**src/rtl/commit_perf_monitor_pkg.sv**
```systemverilog
// Shared definitions for the commit performance monitor.
// Holds the monitor state encoding, the instruction encodings that are
// decoded on the retire stream, the error-bit positions and helpers.
package commit_mon_pkg;

    typedef enum logic [1:0] {
        RUN    = 2'd0,
        FROZEN = 2'd1,
        HALTED = 2'd2
    } mon_state_t;

    localparam logic [31:0] HALT_INST0 = 32'h0000_0063;
    localparam logic [31:0] HALT_INST1 = 32'h0000_006f;
    localparam logic [31:0] HALT_INST2 = 32'hF000_2013;
    localparam logic [31:0] START_MARK = 32'h0010_2013;
    localparam logic [31:0] STOP_MARK  = 32'h0020_2013;

    localparam int ERR_ORDER      = 0;
    localparam int ERR_HOLE       = 1;
    localparam int ERR_AFTER_HALT = 2;

    // Channel count is at most 8, so an 8-bit population count suffices.
    function automatic logic [3:0] popcount(input logic [7:0] v);
        logic [3:0] n;
        n = '0;
        for (int i = 0; i < 8; i++) begin
            n = n + {3'b000, v[i]};
        end
        return n;
    endfunction

    function automatic logic is_halt(input logic [31:0] ins);
        return (ins == HALT_INST0) || (ins == HALT_INST1) || (ins == HALT_INST2);
    endfunction

endpackage

```
**src/rtl/commit_perf_monitor_if.sv**
```systemverilog
// Retire-port bundle observed by the commit monitor.
//   valid : per-channel commit valid
//   order : packed order numbers, channel c at [c*ORDER_W +: ORDER_W]
//   inst  : packed instructions, channel c at [c*32 +: 32]
// master drives the bundle (ROB side), slave observes it (monitor side).
interface commit_perf_monitor_if #(
    parameter int CHANNELS = 2,
    parameter int ORDER_W  = 64
);
    logic [CHANNELS-1:0]         valid;
    logic [CHANNELS*ORDER_W-1:0] order;
    logic [CHANNELS*32-1:0]      inst;

    modport master (output valid, output order, output inst);
    modport slave  (input  valid, input  order, input  inst);
endinterface

```
**src/rtl/commit_perf_monitor_order_check.sv**
```systemverilog
// Commit-stream integrity check: valid-prefix and order continuity.
// Owns the expected-order register; flags are combinational for the
// current cycle and are made sticky by the parent.
//   clk, rst : clock, synchronous active-high reset
//   valid_i  : per-channel commit valid
//   order_i  : packed order numbers
//   gap_o    : some valid channel broke the exp+k sequence this cycle
//   hole_o   : a valid channel sits above an invalid one this cycle
module commit_order_check
    import commit_mon_pkg::*;
#(
    parameter int CHANNELS = 2,
    parameter int ORDER_W  = 64
) (
    input  logic                        clk,
    input  logic                        rst,
    input  logic [CHANNELS-1:0]         valid_i,
    input  logic [CHANNELS*ORDER_W-1:0] order_i,
    output logic                        gap_o,
    output logic                        hole_o
);

    logic [ORDER_W-1:0] exp_q, exp_d;
    logic [ORDER_W-1:0] k_c;
    logic               seen_clear_c;
    logic [3:0]         pop_c;

    always_comb begin
        gap_o        = 1'b0;
        hole_o       = 1'b0;
        k_c          = '0;
        seen_clear_c = 1'b0;
        for (int c = 0; c < CHANNELS; c++) begin
            if (valid_i[c]) begin
                // k counts valid channels, so holes still shift the sequence.
                if (order_i[c*ORDER_W +: ORDER_W] != exp_q + k_c) begin
                    gap_o = 1'b1;
                end
                if (seen_clear_c) begin
                    hole_o = 1'b1;
                end
                k_c = k_c + ORDER_W'(1);
            end else begin
                seen_clear_c = 1'b1;
            end
        end
        pop_c = popcount(8'(valid_i));
        // Natural modulo-2^ORDER_W wrap is intentional.
        exp_d = exp_q + ORDER_W'(pop_c);
    end

    always_ff @(posedge clk) begin
        if (rst) begin
            exp_q <= '0;
        end else begin
            exp_q <= exp_d;
        end
    end

endmodule

```
**src/rtl/commit_perf_monitor.sv**
```systemverilog
// Commit performance monitor placed beside the ROB retire ports.
// Checks stream integrity, detects halt and keeps marker-delimited
// segment counters plus a per-cycle commit-width histogram.
//   clk, rst    : clock, synchronous active-high reset
//   rt          : retire bundle (slave modport)
//   halt        : sticky halt detected
//   error       : sticky OR of errcode
//   errcode     : sticky [0] order gap, [1] valid hole, [2] commit after halt
//   mon_state   : RUN / FROZEN / HALTED
//   inst_count  : segment instruction count (saturating)
//   cycle_count : segment cycle count (saturating)
//   hist_count  : hist[n] = cycles with exactly n commits, n = 0..CHANNELS
//   seg_done    : one-cycle pulse after a STOP marker is processed
module commit_perf_monitor
    import commit_mon_pkg::*;
#(
    parameter int CHANNELS = 2,
    parameter int ORDER_W  = 64,
    parameter int CNT_W    = 48
) (
    input  logic                         clk,
    input  logic                         rst,
    commit_perf_monitor_if.slave         rt,
    output logic                         halt,
    output logic                         error,
    output logic [2:0]                   errcode,
    output logic [1:0]                   mon_state,
    output logic [CNT_W-1:0]             inst_count,
    output logic [CNT_W-1:0]             cycle_count,
    output logic [(CHANNELS+1)*CNT_W-1:0] hist_count,
    output logic                         seg_done
);

    // Saturating add of a small increment; needs CNT_W >= 4.
    function automatic logic [CNT_W-1:0] sat_add(input logic [CNT_W-1:0] a,
                                                 input logic [3:0]       b);
        logic [CNT_W:0] s;
        s = {1'b0, a} + {{(CNT_W-3){1'b0}}, b};
        return s[CNT_W] ? {CNT_W{1'b1}} : s[CNT_W-1:0];
    endfunction

    logic             gap_c, hole_c;
    mon_state_t       state_q, state_d;
    logic             halt_q, halt_d;
    logic             error_q, error_d;
    logic [2:0]       errcode_q, errcode_d;
    logic [CNT_W-1:0] inst_q, inst_d;
    logic [CNT_W-1:0] cyc_q, cyc_d;
    logic [CNT_W-1:0] hist_q [CHANNELS+1];
    logic [CNT_W-1:0] hist_d [CHANNELS+1];
    logic             seg_done_q, seg_done_d;

    mon_state_t       st_c;
    logic             tick_c, clr_c, stop_c, halt_c, after_c;
    logic [3:0]       add_c, pop_c;
    logic [31:0]      ins_c;
    logic [CNT_W-1:0] ibase_c, cbase_c, hbase_c;

    commit_order_check #(
        .CHANNELS (CHANNELS),
        .ORDER_W  (ORDER_W)
    ) u_order (
        .clk     (clk),
        .rst     (rst),
        .valid_i (rt.valid),
        .order_i (rt.order),
        .gap_o   (gap_c),
        .hole_o  (hole_c)
    );

    // Walk valid channels in ascending order. tick_c says whether this
    // cycle belongs to the live segment: a START reopens the segment with
    // this cycle excluded, a STOP closes it with this cycle included.
    always_comb begin
        st_c    = state_q;
        tick_c  = (state_q == RUN);
        clr_c   = 1'b0;
        stop_c  = 1'b0;
        halt_c  = 1'b0;
        after_c = 1'b0;
        add_c   = '0;
        ins_c   = '0;
        for (int c = 0; c < CHANNELS; c++) begin
            ins_c = rt.inst[c*32 +: 32];
            if (rt.valid[c]) begin
                if (halt_q || halt_c) begin
                    after_c = 1'b1;
                end else begin
                    if (ins_c == START_MARK) begin
                        st_c   = RUN;
                        clr_c  = 1'b1;
                        add_c  = '0;
                        tick_c = 1'b0;
                    end else if (st_c == RUN) begin
                        add_c = add_c + 4'd1;
                        if (ins_c == STOP_MARK) begin
                            st_c   = FROZEN;
                            tick_c = 1'b1;
                            stop_c = 1'b1;
                        end
                    end
                    if (is_halt(ins_c)) begin
                        halt_c = 1'b1;
                    end
                end
            end
        end
    end

    always_comb begin
        pop_c      = popcount(8'(rt.valid));
        state_d    = halt_c ? HALTED : st_c;
        halt_d     = halt_q | halt_c;
        errcode_d  = errcode_q;
        errcode_d[ERR_ORDER]      = errcode_q[ERR_ORDER]      | gap_c;
        errcode_d[ERR_HOLE]       = errcode_q[ERR_HOLE]       | hole_c;
        errcode_d[ERR_AFTER_HALT] = errcode_q[ERR_AFTER_HALT] | after_c;
        error_d    = |errcode_d;
        seg_done_d = stop_c;
        ibase_c    = clr_c ? '0 : inst_q;
        cbase_c    = clr_c ? '0 : cyc_q;
        inst_d     = sat_add(ibase_c, add_c);
        cyc_d      = tick_c ? sat_add(cbase_c, 4'd1) : cbase_c;
        hbase_c    = '0;
        for (int n = 0; n <= CHANNELS; n++) begin
            hbase_c   = clr_c ? '0 : hist_q[n];
            hist_d[n] = (tick_c && (pop_c == 4'(n))) ? sat_add(hbase_c, 4'd1) : hbase_c;
        end
    end

    always_ff @(posedge clk) begin
        if (rst) begin
            state_q    <= RUN;
            halt_q     <= 1'b0;
            error_q    <= 1'b0;
            errcode_q  <= '0;
            inst_q     <= '0;
            cyc_q      <= '0;
            seg_done_q <= 1'b0;
            for (int n = 0; n <= CHANNELS; n++) begin
                hist_q[n] <= '0;
            end
        end else begin
            state_q    <= state_d;
            halt_q     <= halt_d;
            error_q    <= error_d;
            errcode_q  <= errcode_d;
            inst_q     <= inst_d;
            cyc_q      <= cyc_d;
            seg_done_q <= seg_done_d;
            for (int n = 0; n <= CHANNELS; n++) begin
                hist_q[n] <= hist_d[n];
            end
        end
    end

    assign halt        = halt_q;
    assign error       = error_q;
    assign errcode     = errcode_q;
    assign mon_state   = state_q;
    assign inst_count  = inst_q;
    assign cycle_count = cyc_q;
    assign seg_done    = seg_done_q;

    for (genvar n = 0; n <= CHANNELS; n++) begin : g_hist
        assign hist_count[n*CNT_W +: CNT_W] = hist_q[n];
    end

endmodule

```
**src/flat_wrapper.sv**
```systemverilog
// flat-port wrapper written by rule: the top's interface ports become plain ports
module commit_perf_monitor_flat import commit_mon_pkg::*;
#(
    parameter int CHANNELS = 2,
    parameter int ORDER_W  = 64,
    parameter int CNT_W    = 48
)
  (clk, rst, halt, error, errcode, mon_state, inst_count, cycle_count, hist_count, seg_done, rt_valid, rt_order, rt_inst);
  commit_perf_monitor_if #(.CHANNELS(CHANNELS), .ORDER_W(ORDER_W)) rt_i ();
  input  logic clk;
  input  logic rst;
  output logic halt;
  output logic error;
  output logic [2:0] errcode;
  output logic [1:0] mon_state;
  output logic [CNT_W-1:0] inst_count;
  output logic [CNT_W-1:0] cycle_count;
  output logic [(CHANNELS+1)*CNT_W-1:0] hist_count;
  output logic seg_done;
  input wire logic [$bits(rt_i.valid)-1:0] rt_valid;
  input wire logic [$bits(rt_i.order)-1:0] rt_order;
  input wire logic [$bits(rt_i.inst)-1:0] rt_inst;
  assign rt_i.valid = rt_valid;
  assign rt_i.order = rt_order;
  assign rt_i.inst = rt_inst;
  commit_perf_monitor #(.CHANNELS(CHANNELS), .ORDER_W(ORDER_W), .CNT_W(CNT_W)) u_core (.clk(clk), .rst(rst), .rt(rt_i), .halt(halt), .error(error), .errcode(errcode), .mon_state(mon_state), .inst_count(inst_count), .cycle_count(cycle_count), .hist_count(hist_count), .seg_done(seg_done));
endmodule
```
**config.mk**
```make
export PLATFORM = sky130hd
export DESIGN_NAME = commit_perf_monitor_flat
export DESIGN_NICKNAME = d
export VERILOG_FILES = /design/src/rtl/commit_perf_monitor_pkg.sv /design/src/rtl/commit_perf_monitor_if.sv /design/src/rtl/commit_perf_monitor_order_check.sv /design/src/rtl/commit_perf_monitor.sv /design/src/flat_wrapper.sv
export SDC_FILE = /design/constraint.sdc
export NUM_CORES = 1
export LEC_CHECK = 0
export ABC_AREA = 0
export BUFFER_PORTS_ARGS = -buffer_cell sky130_fd_sc_hd__buf_2
export CELL_PAD_IN_SITES_DETAIL_PLACEMENT = 0
export CELL_PAD_IN_SITES_GLOBAL_PLACEMENT = 1
export CORE_MARGIN = 4
export CORE_UTILIZATION = 36
export DETAILED_ROUTE_END_ITERATION = 8
export PLACE_DENSITY = 0.89
export SETUP_SLACK_MARGIN = 0.2
export SLEW_MARGIN = 20
export SYNTH_ARGS = -nofsm -noshare
export SYNTH_HDL_FRONTEND = slang
export SYNTH_SLANG_ARGS = --single-unit
```
**constraint.sdc**
```tcl
create_clock -name clk -period 5.8 [get_ports clk]
set_clock_uncertainty 0.1 [all_clocks]
set_input_delay 0.87 -clock clk [delete_from_list [all_inputs] [get_ports clk]]
set_output_delay 0.87 -clock clk [all_outputs]
set_load 0.03 [all_outputs]
```
; Word level (Yosys, flattened, before mapping)
; Memory sizes are Yosys's and may differ from the RTL's.
; Index checks and enable logic that the tools add are counted.
[word_totals]
inputBits = 196
mem_count = 1
output_inout_bits = 248
wordCells = 134
ramBits = 144
ff_bits = 168
[classes]
n_bitwise = 7
addsub = 9
n_reduce_logical = 13
n_mux = 81
eq_ne = 14
[memory_table]
columns = name, words, word_bits, rd, rd_clocked_by_memory_dff, write_ports, line_no
row1 = u_core.hist_q, 3, 48, 3, 0, 3, commit_perf_monitor.sv:49  ; logic [CNT_W-1:0] hist_q [CHANNELS+1];
[op_table]
columns = op, count
row1 = 2-to-1 mux 48 bit, 17
row2 = adder 48 x 1 -> 49 bit (second input constant), 4
row3 = == test 32 x 7 -> 1 bit (second input constant), 4
row4 = != test 64 bit, 2
row5 = adder 64 x 4 -> 64 bit, 1
row6 = adder 64 bit, 1
row7 = == test 32 x 21 -> 1 bit (second input constant), 2
row8 = == test 32 x 22 -> 1 bit (second input constant), 2
row9 = == test 32 bit (second input constant), 2
row10 = adder 48 x 4 -> 49 bit, 1
row11 = 2-to-1 mux 1 bit, 46
row12 = 2-to-1 mux 4 bit, 7
row13 = 2-to-1 mux 2 bit, 11
row14 = bitwise OR 1 bit, 7
row15 = logical OR 1 bit, 5
row16 = adder 4 x 1 -> 4 bit (second input constant), 1
row17 = == test 4 x 1 -> 1 bit (second input constant), 1
row18 = == test 4 x 2 -> 1 bit (second input constant), 1
row19 = zero test 2 bit, 2
row20 = zero test 4 bit, 1
row21 = logical AND 1 bit, 3
row22 = OR reduction 3 bit, 1
row23 = adder 1 x 1 -> 2 bit, 1
row24 = OR reduction 2 bit, 1

; Longest topological paths before layout
; Gate-level depths: netlist (run 1).
[logic_depth]
depth_word = 14
mapped_depth = 20
mapped_depth_nobuf = 18

; Modules after synthesis
; A second synthesis (run 1) with hierarchy kept.
[unflattened]
hier_cells = 2365
hier_area_um2 = 18798.0
[by_module_without_submodules]
columns = module, area_per_inst_um2, cells_per_inst, instances
row1 = commit_perf_monitor, 12764.7, 1583, 1
row2 = commit_order_check, 6033.3, 782, 1

; Worst setup path after synthesis (run 1)
; No wires, ideal clock.
[synth_timing]
kind = input to register
startpoint = input port rt_inst[7]
endpoint = register u_core.inst_q[46] (netlist: u_core.inst_count[46])
slack_ns = 0.279
t_arrival_ns = 5.287
cell_stages = 20
n_path_buf = 3
setup_ns = 0.134
path_cell_list = or4_1 -> nor3_1 -> and3_1 -> nand2_1 -> a41oi_1 -> clkbuf_1 -> clkbuf_1 -> clkbuf_1 -> and2_1 -> ha_1 -> inv_1 -> fa_1 -> nor2_1 -> and3_1 -> nand3_1 -> nor3_1 -> nand4_1 -> nor3_1 -> xnor2_1 -> o22ai_1
[synth_between]
elab_chain_len = 13
word_cells_on_any_way = 34
classes_between = add/sub (2) / eq/ne (5) / mux (23) / reduce/logical (4)
[synth_rtl]
columns = element, line_no
row1 = from (decl), flat_wrapper.sv:22  ; input wire logic [$bits(rt_i.inst)-1:0] rt_inst;
row2 = "parallel branches: the longest is 11 deep, another holds adder 4 x 1 -> 4 bit", --
row3 = adder 48 x 4 -> 49 bit *, commit_perf_monitor.sv:38  ; s = {1'b0, a} + {{(CNT_W-3){1'b0}}, b};
row4 = 2-to-1 mux 48 bit *, commit_perf_monitor.sv:39  ; return s[CNT_W] ? {CNT_W{1'b1}} : s[CNT_W-1:0];
row5 = to (signal assigned), commit_perf_monitor.sv:148  ; inst_q <= inst_d;
row6 = to (decl), commit_perf_monitor.sv:47  ; logic [CNT_W-1:0] inst_q, inst_d;
; Every way passes the cells marked *.
; A chain may end at the register's enable or synchronous reset.

==> results.sh, run 1 <==
export IMPL_clock_fmax_ghz=0.198
export IMPL_dr_pass1_iters=5
export IMPL_crit_fanout=22
export IMPL_async_flop_share_pct=0
export IMPL_synth_cell_type_count=67
export IMPL_arrival_ns=5.42
export IMPL_antenna_found_initial=4
export IMPL_syn_area_mm2=0.0185
export IMPL_grt_pass1_vias=18600
export IMPL_setup_viol=0
export IMPL_port_buffers=443
export IMPL_grt_usage_pct=25.7
export IMPL_cts_setup_buffers=0
export IMPL_yosys_warnings=0
export IMPL_cts_buffers=40
export IMPL_fin_crit_sh_pct=86.9
export IMPL_die_w_um=234
export IMPL_clk_pin_slew_ns=0.06
export IMPL_n_fill_cell=5124
export IMPL_syn_inst=2376
export IMPL_drv_slew=0
export IMPL_vias=19300
export IMPL_ff2ff_setup_slack_ns=0.79
export IMPL_drive_gt1_share_pct=20.9
export IMPL_cts_buffer_depth=3
export IMPL_crit_type="in -> reg"
export IMPL_max_cap_viol_count=0
export IMPL_synthesis_nets=2589
export IMPL_core_area_mm2=0.0505
export IMPL_avgSynthCellArea_um2=7.77
export IMPL_rsz0062_at_grt="false"
export IMPL_seq_area_frac_synth_pct=33.8
export IMPL_holdPathStages=2
export IMPL_hold_class="reg -> reg"
export IMPL_power_leakage_nw=8.68
export IMPL_hpwl_mm=56.9
export IMPL_cts_hold_buf=0
export IMPL_worst_pin_slew_ns=1.09
export IMPL_remaining_drc_errors=0
export IMPL_cts_root_buf="clkbuf_16"
export IMPL_wl_mm=74.3
export IMPL_p_total_mw=5.22
export IMPL_pin_count=444
export IMPL_ir_drop_mv=0.181
export IMPL_maxSlewHeadroom_pct=27.6
export IMPL_critPathRequiredTime_ns=6.18
export IMPL_antenna_left=0
export IMPL_hold_end="u_core.errcode[1]"
export IMPL_gp_congestion=1.00
export IMPL_cts_sinks=312
export IMPL_endpoint_kind="flip-flop"
export IMPL_wl_per_cell_um=21.5
export IMPL_synthFlopType="dfxtp_1"
export IMPL_die_area_mm2=0.0550
export IMPL_start_util_pct=36.6
export IMPL_synth_edf_count=0
export IMPL_viasPerCell=5.58
export IMPL_p_per_area_mw_per_mm2=229
export IMPL_drt_iter0_markers=1572
export IMPL_diodes=0
export IMPL_nNetsFinal=2969
export IMPL_clk_latency_ns=0.57
export IMPL_ys_seq_elements=312
export IMPL_hp_start="u_core.errcode[1]"
export IMPL_rr_endpoint="u_core.error"
export IMPL_final_common_cell="buf_2"
export IMPL_grt_pass1_wl_mm=111
export IMPL_outcome="finished, final reports clean"
export IMPL_tns_ns=0
export IMPL_cts_tree="done"
export IMPL_start_kind="input port"
export IMPL_fin_crit_ns=5.04
export IMPL_r2r_start="u_core.u_order.exp_q[18]"
export IMPL_hold_viol_final=0
export IMPL_h_tree_depth=2
export IMPL_overflow=0
export IMPL_area_growth_pct=23.3
export IMPL_die_y_um=234
export IMPL_final_cell_mix="buf_2, dfxtp_1, xnor2_1"
export IMPL_grt_max_degree=131
export IMPL_num_rows=82
export IMPL_r2r_cells=10
export IMPL_cts_resized=0
-- how the worst max path moves through the flow --
stage	cells after the start	start	endpoint	slack, ns
3_3_place_gp	19	rt_inst[29]	u_core.inst_count[46]	0.37
5_1_grt	17	rt_inst[3]	u_core.hist_q[0][46]	0.44
2_1_floorplan	20	rt_inst[7]	u_core.inst_count[46]	0.28
4_1_cts	17	rt_inst[29]	u_core.hist_q[0][143]	0.86
3_5_place_dp	17	rt_inst[29]	u_core.hist_q[0][143]	0.27
6_report	17	rt_inst[29]	u_core.hist_q[0][143]	0.76
-- synthesized netlist by cell type (13+ instances only) --
cell	count	area [um2]
nor4_1	53	332
ha_1	15	188
clkbuf_1	116	435
a21oi_1	177	886
nand4_1	142	888
a31oi_1	13	81.3
nor2_1	188	706
xnor2_1	265	2320
dfxtp_1	312	6250
and3_1	69	432
nor3_1	89	445
or4_1	18	135
xor2_1	146	1280
nand3_1	135	676
nand2_1	252	946
inv_1	50	188
and2_1	32	200
or3_1	27	169
and4_1	26	228
o21ai_0	97	485
buf_2	24	120
-- worst max-delay path: stages --
cell and delay (ns):
buf_2 0.10, or4_1 0.58, nor2_1 0.13, o21a_1 0.30, nand2_1 0.24, a41oi_4 0.28, buf_4 0.33, and2_1 0.22
ha_1 0.20, nand4_1 0.14, nor3_1 0.36, and2_1 0.24, nand4_1 0.13, nor4_1 0.37, nand3_1 0.42, and4_1 0.34
nor3_1 0.14
-- kinds of logic (layout without fill, tap and decap cells) --
family	after synthesis	in the layout	synth area share, %
xor gates and xnor gates	411	411	19.5
AOI/OAI and AO/OA	340	340	10.2
buffers and inverters	195	605	4.14
DFF	312	312	33.8
and+or+nand+nor	1091	1091	30.5
muxes	10	10	0.562
adders and majority gates	17	17	1.23
-- sequential cells by signal, indices dropped and copies added, names as in the netlist --
name and flops:
u_core.seg_done 1, u_core.errcode 3, u_core.inst_count 48, u_core.mon_state 2, u_core.hist_q 144, u_core.cycle_count 48
u_core.u_order.exp_q 64, u_core.error 1, u_core.halt 1
-- per-layer routing --
layer | track usage [%] | wire [um]
met5 | 0 | 55
met4 | 8.93 | 2340
met1 | 34.0 | 31100
met2 | 42.0 | 34900
met3 | 5.15 | 5990
-- through the flow --
step	setup WS (ns)	std cells	cell area, um2	utilization, %	hold WS, ns
3_5_place_dp	0.270	3386	21300	42.3	0.376
6_report	0.758	3458	22800	45.1	0.393
2_1_floorplan	0.279	2376	18500	-	0.402
3_3_place_gp	0.372	3386	21300	42.3	0.362
5_1_grt	0.438	3458	22800	45.1	0.425
4_1_cts	0.855	3458	22800	45.1	0.391
-- area by class of cell --
cell class              instances  area, um2  area share [%]
clock inverters                14        238            1.04
inverters                      50        188           0.824
clock buffers                  58       1190            5.22
multi-input cells            1869      11500            50.5
repair buffers                483       2570            11.3
well taps                     672        841            3.69
flip-flops and latches        312       6250            27.4
-- report_power, final --
part	total [mW]	switching (mW)	internal (mW)
logic	0.346	0.207	0.139
clock network	2.70	1.04	1.65
registers	2.18	0.0181	2.16
No activity file was read; power rests on OpenSTA's default activity.
==> inputs of run 2 (changes only) <==
--- a/config.mk
+++ b/config.mk
@@ -11,6 +11,7 @@
 export CELL_PAD_IN_SITES_GLOBAL_PLACEMENT = 1
 export CORE_MARGIN = 4
 export CORE_UTILIZATION = 36
+export CTS_BUF_LIST = sky130_fd_sc_hd__clkbuf_16
 export DETAILED_ROUTE_END_ITERATION = 8
 export PLACE_DENSITY = 0.89
 export SETUP_SLACK_MARGIN = 0.2
==> results.sh, run 2 (synthesis results as in run 1) <==
export IMPL_pin_count=444
export IMPL_ir_drop_mv=0.182
export IMPL_drt_iter0_markers=1479
export IMPL_cts_buffer_depth=3
export IMPL_cts_buffers=40
export IMPL_port_buffers=443
export IMPL_arrival_ns=5.35
export IMPL_area_growth_pct=22.8
export IMPL_gp_congestion=1.00
export IMPL_power_leakage_nw=8.65
export IMPL_multi_input_area_mm2=0.0115
export IMPL_largest_register="u_core.hist_q"
export IMPL_clk_latency_ns=0.57
export IMPL_nNetsFinal=2969
export IMPL_die_area_mm2=0.0550
export IMPL_cts_resized=0
export IMPL_final_common_cell="buf_2"
export IMPL_path_cells="nand4_1, nor4_1, nand3_1, nor4_1, mux2_2, nor4_1, nand4_1, o41ai_1, buf_4, a41oi_1"
export IMPL_slowest_stage="nor4_1"
export IMPL_n_fill_cell=5141
export IMPL_register_area_mm2=0.00625
export IMPL_hold_class="reg -> reg"
export IMPL_h_tree_depth=2
export IMPL_dr_pass1_iters=5
export IMPL_crit_fanout=9
export IMPL_hpwl_mm=56.9
export IMPL_crit_type="reg -> reg"
export IMPL_grt_usage_pct=25.7
export IMPL_p_per_area_mw_per_mm2=224
export IMPL_start_kind="flip-flop"
export IMPL_wl_mm=74.3
export IMPL_grt_max_degree=131
export IMPL_viasPerCell=5.59
export IMPL_grt_pass1_vias=18600
export IMPL_maxSlewHeadroom_pct=29.8
export IMPL_antenna_left=0
export IMPL_vias=19300
export IMPL_cts_hold_buf=0
export IMPL_cts_tree="done"
export IMPL_fin_crit_ns=5.05
export IMPL_drive_gt1_share_pct=20.5
export IMPL_drv_slew=0
export IMPL_cts_sinks=312
export IMPL_start_util_pct=36.6
export IMPL_crit_path_frequent_cell="nor4_1"
export IMPL_remaining_drc_errors=0
export IMPL_die_y_um=234
export IMPL_slowest_delay_ns=0.70
export IMPL_endpoint_kind="flip-flop"
export IMPL_fin_crit_sh_pct=87.1
export IMPL_num_rows=82
export IMPL_die_w_um=234
export IMPL_wl_per_cell_um=21.5
export IMPL_clock_fmax_ghz=0.198
export IMPL_tns_ns=0
export IMPL_grt_pass1_wl_mm=111
export IMPL_clk_pin_slew_ns=0.06
export IMPL_cts_setup_buffers=0
export IMPL_fin_util_pct=44.9
export IMPL_setup_viol=0
export IMPL_reg_top3="u_core.hist_q x144, u_core.u_order.exp_q x64"
export IMPL_largest_reg_flops=144
export IMPL_outcome="finished, final reports clean"
export IMPL_cts_root_buf="clkbuf_16"
export IMPL_rsz0062_at_grt="false"
export IMPL_critPathRequiredTime_ns=6.10
export IMPL_max_cap_viol_count=0
export IMPL_worst_pin_slew_ns=1.05
export IMPL_antenna_found_initial=4
export IMPL_overflow=0
export IMPL_core_area_mm2=0.0505
export IMPL_final_cell_mix="buf_2, dfxtp_1, xnor2_1"
export IMPL_hold_viol_final=0
export IMPL_diodes=0
## run 2: changes by cell type in the layout (fill, tap and decap cells not counted)
| cell | previous run | this run |
|---|---|---|
| clkbuf_1 | 7 | 0 |
| clkbuf_8 | 10 | 0 |
| clkinv_1 | 0 | 10 |
| inv_1 | 50 | 57 |
## run 2: layout make-up
type / instances / share of cell area [%]
multi-input cells: 1869 / 50.7
flip-flops and latches: 312 / 27.5
repair buffers: 483 / 11.4
clock buffers: 41 / 4.53
well taps: 672 / 3.71
clock inverters: 31 / 1.33
inverters: 50 / 0.828
## run 2: report_power, final
| group | leakage (nW) | switching [mW] | internal, mW | total [mW] |
|---|---|---|---|---|
| sequential | 2.52 | 0.0181 | 2.16 | 2.18 |
| clock | 0.671 | 1.04 | 1.51 | 2.55 |
| combinational | 5.47 | 0.207 | 0.139 | 0.346 |
| total | 8.65 | 1.27 | 3.81 | 5.07 |
## run 2: path summary, 6_finish.rpt
check	startpoint	cells after the start	endpoint	slack [ns]
setup reg to reg	u_core.u_order.exp_q[18]	10	u_core.error	0.75
hold reg to reg	u_core.errcode[1]	2	u_core.errcode[1]	0.39
hold / removal	u_core.errcode[1]	2	u_core.errcode[1]	0.39
setup / recovery	u_core.u_order.exp_q[18]	10	u_core.error	0.75
## run 2: worst max-delay path, delay by kind of cell (launching register included)
kind	cells	cell delay (ns)
compound gates	2	0.68
buf+inv	1	0.22
flops	1	0.65
mux	1	0.39
simple gates	6	2.85
## run 2: routing by layer
layer / global-route usage [%] / routed length, um
met5: 0 / 45
met1: 34.0 / 30700
met4: 8.82 / 2370
met2: 42.2 / 34800
met3: 4.96 / 6350
## run 2: metrics by stage
stage	total power, mW	hold slack (ns)	cell area (um2)	setup slack (ns)	cells
after floorplan	2.40	0.402	18500	0.279	2376
after global placement	2.56	0.362	21300	0.372	3386
after detailed placement	2.57	0.376	21300	0.270	3386
after CTS	5.12	0.391	22700	0.855	3458
after global routing	5.24	0.424	22700	0.439	3458
final	5.07	0.392	22700	0.746	3458
